===== src/rtl/alu_issue_stage_pkg.sv =====
// Shared types and constants for the ALU issue stage.
// Instruction layout, opcode map and FSM state encoding.
package alu_issue_stage_pkg;

  localparam int DATA_W = 16;
  localparam int RA_W   = 3;
  localparam int INSTR_W = 16;

  localparam int OPC_HI = 15;
  localparam int OPC_LO = 11;
  localparam int RD_HI  = 10;
  localparam int RD_LO  = 8;
  localparam int RS1_HI = 7;
  localparam int RS1_LO = 5;
  localparam int RS2_HI = 4;
  localparam int RS2_LO = 2;
  localparam int IMM_HI = 7;
  localparam int IMM_LO = 0;

  localparam logic [4:0] OP_ADD       = 5'b00001;
  localparam logic [4:0] OP_SUB       = 5'b00010;
  localparam logic [4:0] OP_ALU_LAST  = 5'b00111;
  localparam logic [4:0] OP_CMP       = 5'b01000;
  localparam logic [4:0] OP_CMP_LAST  = 5'b01010;
  localparam logic [4:0] OP_MOV       = 5'b01011;
  localparam logic [4:0] OP_LDI       = 5'b11000;

  typedef enum logic [1:0] {
    S_IDLE,
    S_READ,
    S_EXEC,
    S_RETIRE
  } state_e;

  typedef enum logic [1:0] {
    K_ALU,
    K_CMP,
    K_LDI,
    K_ILL
  } op_kind_e;

  function automatic op_kind_e op_kind(
    input logic [4:0] op
  );
    op_kind_e k;
    k = K_ILL;
    unique case (1'b1)
      (op <= OP_ALU_LAST) || (op == OP_MOV):
        k = K_ALU;
      (op >= OP_CMP) && (op <= OP_CMP_LAST):
        k = K_CMP;
      (op == OP_LDI):
        k = K_LDI;
      default:
        k = K_ILL;
    endcase
    return k;
  endfunction

endpackage


===== src/rtl/alu_issue_stage_if.sv =====
// Instruction handshake plus the bus to the external ALU.
// The stage is the slave of the instruction stream.
interface alu_issue_stage_if;
  import alu_issue_stage_pkg::*;

  logic                  instr_valid;
  logic                  instr_ready;
  logic [INSTR_W-1:0]    instr;
  logic                  alu_enable;
  logic [4:0]            alu_op;
  logic [DATA_W-1:0]     alu_a;
  logic [DATA_W-1:0]     alu_b;
  logic [DATA_W-1:0]     alu_result;

  modport master (
    output instr_valid,
    output instr,
    output alu_result,
    input  instr_ready,
    input  alu_enable,
    input  alu_op,
    input  alu_a,
    input  alu_b
  );

  modport slave (
    input  instr_valid,
    input  instr,
    input  alu_result,
    output instr_ready,
    output alu_enable,
    output alu_op,
    output alu_a,
    output alu_b
  );

endinterface


===== src/rtl/issue_regfile.sv =====
// 8x16 register file, r0 hardwired to zero.
// Two operand read ports, one debug read port, one sync write.
module issue_regfile #(
  parameter int DATA_W = 16,
  parameter int RA_W   = 3
) (
  input  logic              clk,
  input  logic              reset,
  input  logic [RA_W-1:0]   ra1,
  input  logic [RA_W-1:0]   ra2,
  input  logic [RA_W-1:0]   rad,
  output logic [DATA_W-1:0] rd1,
  output logic [DATA_W-1:0] rd2,
  output logic [DATA_W-1:0] rdd,
  input  logic              we,
  input  logic [RA_W-1:0]   wa,
  input  logic [DATA_W-1:0] wd
);

  localparam int NREG = 1 << RA_W;

  logic [DATA_W-1:0] mem [1:NREG-1];

  always_ff @(posedge clk) begin
    if (reset) begin
      for (int i = 1; i < NREG; i++)
        mem[i] <= '0;
    end else if (we && (wa != '0)) begin
      mem[wa] <= wd;
    end
  end

  always_comb begin
    rd1 = '0;
    rd2 = '0;
    rdd = '0;
    if (ra1 != '0) rd1 = mem[ra1];
    if (ra2 != '0) rd2 = mem[ra2];
    if (rad != '0) rdd = mem[rad];
  end

endmodule


===== src/rtl/alu_issue_stage.sv =====
// Four-state issue stage feeding an external combinational ALU.
// Accept, read operands, execute, retire: one instr per 4 cycles.
module alu_issue_stage #(
  parameter int DATA_W = alu_issue_stage_pkg::DATA_W,
  parameter int RA_W   = alu_issue_stage_pkg::RA_W
) (
  input  logic              clk,
  input  logic              reset,
  alu_issue_stage_if.slave  bus,
  output logic              done,
  output logic              flag_z,
  output logic              flag_n,
  output logic              illegal,
  input  logic [RA_W-1:0]   dbg_addr,
  output logic [DATA_W-1:0] dbg_data
);
  import alu_issue_stage_pkg::*;

  state_e              state_q;
  state_e              state_d;
  logic [INSTR_W-1:0]  ir_q;
  logic [DATA_W-1:0]   opa_q;
  logic [DATA_W-1:0]   opb_q;
  logic [DATA_W-1:0]   rs1_val;
  logic [DATA_W-1:0]   rs2_val;
  logic                rf_we;
  logic [DATA_W-1:0]   rf_wd;
  logic [4:0]          opcode;
  logic [RA_W-1:0]     rd;
  logic [RA_W-1:0]     rs1;
  logic [RA_W-1:0]     rs2;
  logic [7:0]          imm8;
  op_kind_e            kind;
  logic                upd_flags;

  assign opcode = ir_q[OPC_HI:OPC_LO];
  assign rd     = ir_q[RD_HI:RD_LO];
  assign rs1    = ir_q[RS1_HI:RS1_LO];
  assign rs2    = ir_q[RS2_HI:RS2_LO];
  assign imm8   = ir_q[IMM_HI:IMM_LO];
  assign kind   = op_kind(opcode);

  assign upd_flags = (state_q == S_EXEC)
                  && ((kind == K_ALU) || (kind == K_CMP));

  // Write lands on the EXEC->RETIRE edge so the next READ sees it.
  assign rf_we = (state_q == S_EXEC)
              && ((kind == K_ALU) || (kind == K_LDI));
  assign rf_wd = (kind == K_LDI)
               ? {{(DATA_W-8){1'b0}}, imm8}
               : bus.alu_result;

  issue_regfile #(
    .DATA_W (DATA_W),
    .RA_W   (RA_W)
  ) u_rf (
    .clk   (clk),
    .reset (reset),
    .ra1   (rs1),
    .ra2   (rs2),
    .rad   (dbg_addr),
    .rd1   (rs1_val),
    .rd2   (rs2_val),
    .rdd   (dbg_data),
    .we    (rf_we),
    .wa    (rd),
    .wd    (rf_wd)
  );

  always_ff @(posedge clk) begin
    if (reset) state_q <= S_IDLE;
    else       state_q <= state_d;
  end

  always_comb begin
    state_d = state_q;
    unique case (state_q)
      S_IDLE:   if (bus.instr_valid) state_d = S_READ;
      S_READ:   state_d = S_EXEC;
      S_EXEC:   state_d = S_RETIRE;
      S_RETIRE: state_d = S_IDLE;
      default:  state_d = S_IDLE;
    endcase
  end

  always_ff @(posedge clk) begin
    if (reset) begin
      ir_q   <= '0;
      opa_q  <= '0;
      opb_q  <= '0;
      flag_z <= 1'b0;
      flag_n <= 1'b0;
    end else begin
      if ((state_q == S_IDLE) && bus.instr_valid)
        ir_q <= bus.instr;
      if (state_q == S_READ) begin
        opa_q <= rs1_val;
        opb_q <= rs2_val;
      end
      if (upd_flags) begin
        flag_z <= (bus.alu_result == '0);
        flag_n <= bus.alu_result[DATA_W-1];
      end
    end
  end

  always_comb begin
    bus.instr_ready = 1'b0;
    bus.alu_enable  = 1'b0;
    bus.alu_op      = '0;
    bus.alu_a       = '0;
    bus.alu_b       = '0;
    done            = 1'b0;
    illegal         = 1'b0;
    unique case (state_q)
      S_IDLE: bus.instr_ready = 1'b1;
      S_EXEC: begin
        bus.alu_enable = (kind == K_ALU)
                      || (kind == K_CMP);
        bus.alu_op     = opcode;
        bus.alu_a      = opa_q;
        bus.alu_b      = opb_q;
      end
      S_RETIRE: begin
        done    = 1'b1;
        illegal = (kind == K_ILL);
      end
      default: ;
    endcase
  end

endmodule


===== src/flat_wrapper.sv =====
// flat-port wrapper written by rule: the top's interface ports become plain ports
module alu_issue_stage_flat import alu_issue_stage_pkg::*;
#(
  parameter int DATA_W = alu_issue_stage_pkg::DATA_W,
  parameter int RA_W   = alu_issue_stage_pkg::RA_W
)
  (clk, reset, done, flag_z, flag_n, illegal, dbg_addr, dbg_data, bus_instr_valid, bus_instr, bus_alu_result, bus_instr_ready, bus_alu_enable, bus_alu_op, bus_alu_a, bus_alu_b);
  alu_issue_stage_if bus_i ();
  input  logic clk;
  input  logic reset;
  output logic done;
  output logic flag_z;
  output logic flag_n;
  output logic illegal;
  input  logic [RA_W-1:0] dbg_addr;
  output logic [DATA_W-1:0] dbg_data;
  input wire logic [$bits(bus_i.instr_valid)-1:0] bus_instr_valid;
  input wire logic [$bits(bus_i.instr)-1:0] bus_instr;
  input wire logic [$bits(bus_i.alu_result)-1:0] bus_alu_result;
  output wire logic [$bits(bus_i.instr_ready)-1:0] bus_instr_ready;
  output wire logic [$bits(bus_i.alu_enable)-1:0] bus_alu_enable;
  output wire logic [$bits(bus_i.alu_op)-1:0] bus_alu_op;
  output wire logic [$bits(bus_i.alu_a)-1:0] bus_alu_a;
  output wire logic [$bits(bus_i.alu_b)-1:0] bus_alu_b;
  assign bus_i.instr_valid = bus_instr_valid;
  assign bus_i.instr = bus_instr;
  assign bus_i.alu_result = bus_alu_result;
  assign bus_instr_ready = bus_i.instr_ready;
  assign bus_alu_enable = bus_i.alu_enable;
  assign bus_alu_op = bus_i.alu_op;
  assign bus_alu_a = bus_i.alu_a;
  assign bus_alu_b = bus_i.alu_b;
  alu_issue_stage #(.DATA_W(DATA_W), .RA_W(RA_W)) u_core (.clk(clk), .reset(reset), .bus(bus_i), .done(done), .flag_z(flag_z), .flag_n(flag_n), .illegal(illegal), .dbg_addr(dbg_addr), .dbg_data(dbg_data));
endmodule

===== config.mk =====
export PLATFORM = sky130hd
export DESIGN_NAME = alu_issue_stage_flat
export DESIGN_NICKNAME = d
export VERILOG_FILES = /design/src/rtl/alu_issue_stage_pkg.sv /design/src/rtl/alu_issue_stage_if.sv /design/src/rtl/issue_regfile.sv /design/src/rtl/alu_issue_stage.sv /design/src/flat_wrapper.sv
export SDC_FILE = /design/constraint.sdc
export NUM_CORES = 1
export LEC_CHECK = 0
export BUFFER_PORTS_ARGS = -buffer_cell sky130_fd_sc_hd__buf_2
export CAP_MARGIN = 20
export CELL_PAD_IN_SITES_DETAIL_PLACEMENT = 0
export CELL_PAD_IN_SITES_GLOBAL_PLACEMENT = 2
export CORE_MARGIN = 2
export CORE_UTILIZATION = 36
export DETAILED_ROUTE_END_ITERATION = 16
export HOLD_SLACK_MARGIN = 0.02
export PLACE_DENSITY = 0.75
export RECOVER_POWER = 100
export SYNTH_ARGS = -nofsm -noshare
export SYNTH_HDL_FRONTEND = slang
export SYNTH_HIERARCHICAL = 1
export SYNTH_SLANG_ARGS = --single-unit

===== constraint.sdc =====
create_clock -name clk -period 2.45 [get_ports clk]
set_clock_uncertainty 0.2 [all_clocks]
set_input_delay 0.49 -clock clk [delete_from_list [all_inputs] [get_ports clk]]
set_output_delay 0.49 -clock clk [all_outputs]
set_load 0.02 [all_outputs]

==> flow_summary_export.csv <==
group,metric,value,unit
floorplan,num_rows,59,
global_routing,grt_pass1_vias,7278,
yosys,synthCells,843,
global_routing,grt-ovfl-total,0,
setup_path,cp.arrival,1770,ps
global_routing,met1_usage,30.5,%
clock_tree,cts_tree,"done",
global_routing,antenna_found_initial,0,
routing,vias,7283,
timing,final-setup-viol-count,2,
global_routing,top_usage_layer,"met2",
yosys,synth_top_cell_by_area,"edfxtp_1",
place,placed_area,10900,um2
setup_path,cp.required,1760,ps
setup_path,startpoint_type,"input pin",
global_routing,grt_util_met3,3.40,%
floorplan,die_area,27800,um2
routing,post_drt_via_cell_ratio,5.46,
floorplan,start_util,36.6,%
yosys,synthArstFlopShare,0,%
clock_tree,clock-sinks,164,
cells_and_area,final_cell_mix,"and2_1, mux2i_1, edfxtp_1",
timing,tns,-11.6,ps
yosys,synth_area_per_cell,11.3,um2
place,place.gp.congestion,0.839,
setup_path,crit_fanout,7,
power_and_ir_drop,p_leak,4.46,nW
clock_tree,clk_pin_slew,70,ps
cells_and_area,area_growth,21.0,%
yosys,ys_seq_elements,164,
place,portBuffers,96,
routing,drc_errors,0,
timing,relSlewSlack,53.5,%
yosys,ys_top_cells_by_area,"edfxtp_1, mux2i_1, dfxtp_1, and2_1, a221oi_1",
global_routing,grt_max_degree,53,
floorplan,pin_count,97,
hold_path,hold_class,"input pin to flop",
yosys,netlist_area,9520,um2
yosys,seq_area_frac_synth,46.3,%
yosys,synth-edff-count,112,
place,dp_hpwl,21400,um
routing,antenna_left,0,
yosys,yosysTopAreaCellShare,35.3,%
cells_and_area,stdcell_area,11500,um2
routing,drt_wl_total,30300,um
global_routing,grt_pass1_wl,45500,um
global_routing,grtUsageTotal,21.8,%
clock_tree,h-tree-depth,4,
global_routing,use_met2,34.3,%
run,cap_violations,0,
timing,hold_slack,89.7,ps
clock_tree,cts_max_path_buffers,2,
timing,max_freq,407,MHz
cells_and_area,num-nets-final,1027,
timing,period_minus_slack,2460,ps
setup_path,worstSetupEndpointType,"output pin",
yosys,synth_nets,885,
timing,layout_setup_ws,-8.36,ps
floorplan,die_h,167,um
timing,tightest_slew,692,ps
clock_tree,cts_buffers,17,
yosys,synth_cell_types,47,
cells_and_area,layout-drive-gt1-share,31.9,%
routing,drt-initial-drc-count,566,
yosys,synth_ff_type,"edfxtp_1",
power_and_ir_drop,peakVddDrop,0.583,mV
run_status,violations,"negative setup slack",
yosys,yosys_warnings,6,
power_and_ir_drop,powerDensity,756,nW/um2
floorplan,coreArea,26000,um2
run_status,status,"finished with violations",
timing,drv_slew,0,
timing,rsz0062_at_grt,"yes",
setup_path,crit_type,"input pin to output pin",
clock_tree,cts-root-buf,"clkbuf_16",
timing,final.period_utilization,100,%
routing,dr.pass1.iters,5,
timing,finalHoldViolCount,0,
floorplan,die_w,167,um
clock_tree,clkLatencyLatePin,430,ps
routing,wire_per_inst,22.7,um
[worst paths after layout]
| check | from | endpoint | slack, ps | cells past startpoint |
|---|---|---|---|---|
| worst min-delay path | bus_instr[2] | u_core/ir_q[2] | 90 | 3 |
| worst min register to register | u_core/ir_q[1] | u_core/ir_q[1] | 250 | 2 |
| worst max register to register | u_core/state_q[0] | u_core/u_rf/mem[6][14] | 40 | 7 |
| worst max-delay path | dbg_addr[0] | dbg_data[2] | -8 | 6 |
[per-stage QoR]
| step | utilization [%] | instances | setup WS (ps) | total power, mW |
|---|---|---|---|---|
| 6_report | 44.3 | 1334 | -8.36 | 8.71 |
| 2_1_floorplan | - | 843 | 50.4 | 5.07 |
| 3_5_place_dp | 41.9 | 1296 | -70.9 | 6.06 |
| 4_1_cts | 44.4 | 1333 | -59.0 | 8.82 |
| 5_1_grt | 44.3 | 1333 | -70.7 | 9.10 |
| 3_3_place_gp | 41.9 | 1296 | -53.3 | 6.03 |
[worst max-delay path: stages]
cell and delay [ps]:
buf_2 140, buf_4 200, mux2_2 380, a221oi_4 300, a221oi_2 80, buf_2 170
[metal layers]
| metal | vias to the layer above | share of wire, % |
|---|---|---|
| li1 | 3429 | - |
| met1 | 3581 | 46 |
| met2 | 230 | 46 |
| met3 | 43 | 5.2 |
| met4 | 0 | 2.9 |
| met5 | - | 0 |
[cell families (layout without fill, tap and decap cells)]
logic type | count (synthesis) | in the layout | synth area share, %
muxes | 169 | 169 | 18.5
adders and majority gates | 4 | 4 | 0.526
and+or+nand+nor | 290 | 290 | 18.1
buffers and inverters | 77 | 232 | 4.85
other | 0 | 1 | 0
DFF | 164 | 164 | 46.3
AOI/OAI and AO/OA | 139 | 139 | 11.7
[timing repair]
action                                  CTS  global route
hold buffers                              0             0
pin swaps                                 0             1
endpoints found under the setup margin    5            93
setup buffers                             5             0
gates resized for setup                   1            28
[report_power, final]
| part | switching [mW] | internal [mW] | leakage (nW) |
|---|---|---|---|
| Combinational | 1.48 | 1.10 | 2.60 |
| Clock | 1.22 | 1.53 | 0.278 |
| Sequential | 0.206 | 3.17 | 1.58 |
[synth_stat cells, types with 2 or more instances]
master	instances
nor2_1	37
and2_1	151
a221oi_2	2
edfxtp_1	112
a21oi_1	19
buf_6	15
mux2_2	55
nor2_2	4
ha_1	4
nor4_1	3
a21boi_0	2
a311oi_1	16
o21ai_0	3
mux2i_1	113
nor2b_1	20
or2_2	7
nor2_4	3
a31oi_1	2
clkbuf_1	27
and2_2	10
buf_4	9
inv_1	4
nand2b_1	5
a221oi_1	73
nand2_1	37
buf_2	20
a22o_1	2
dfxtp_1	52
a211oi_1	18
[flip-flops by register name (all words and copies together), names as in the netlist]
name / count
u_core/ir_q: 16
u_core/state_q: 2
u_core/flag_n: 1
u_core/u_rf/mem: 112
u_core/flag_z: 1
u_core/opa_q: 16
u_core/opb_q: 16
[area by class of cell]
| class | instances | area (um2) |
|---|---|---|
| Clock inverter | 14 | 165 |
| Clock buffer | 18 | 429 |
| Multi-Input combinational cell | 602 | 4760 |
| Sequential cell | 164 | 4410 |
| Timing Repair Buffer | 196 | 1320 |
| Fill cell | 2464 | 14500 |
| Tap cell | 335 | 419 |
| Inverter | 4 | 15.0 |
| Antenna cell | 1 | 2.50 |
No activity file was read; power rests on OpenSTA's default activity.
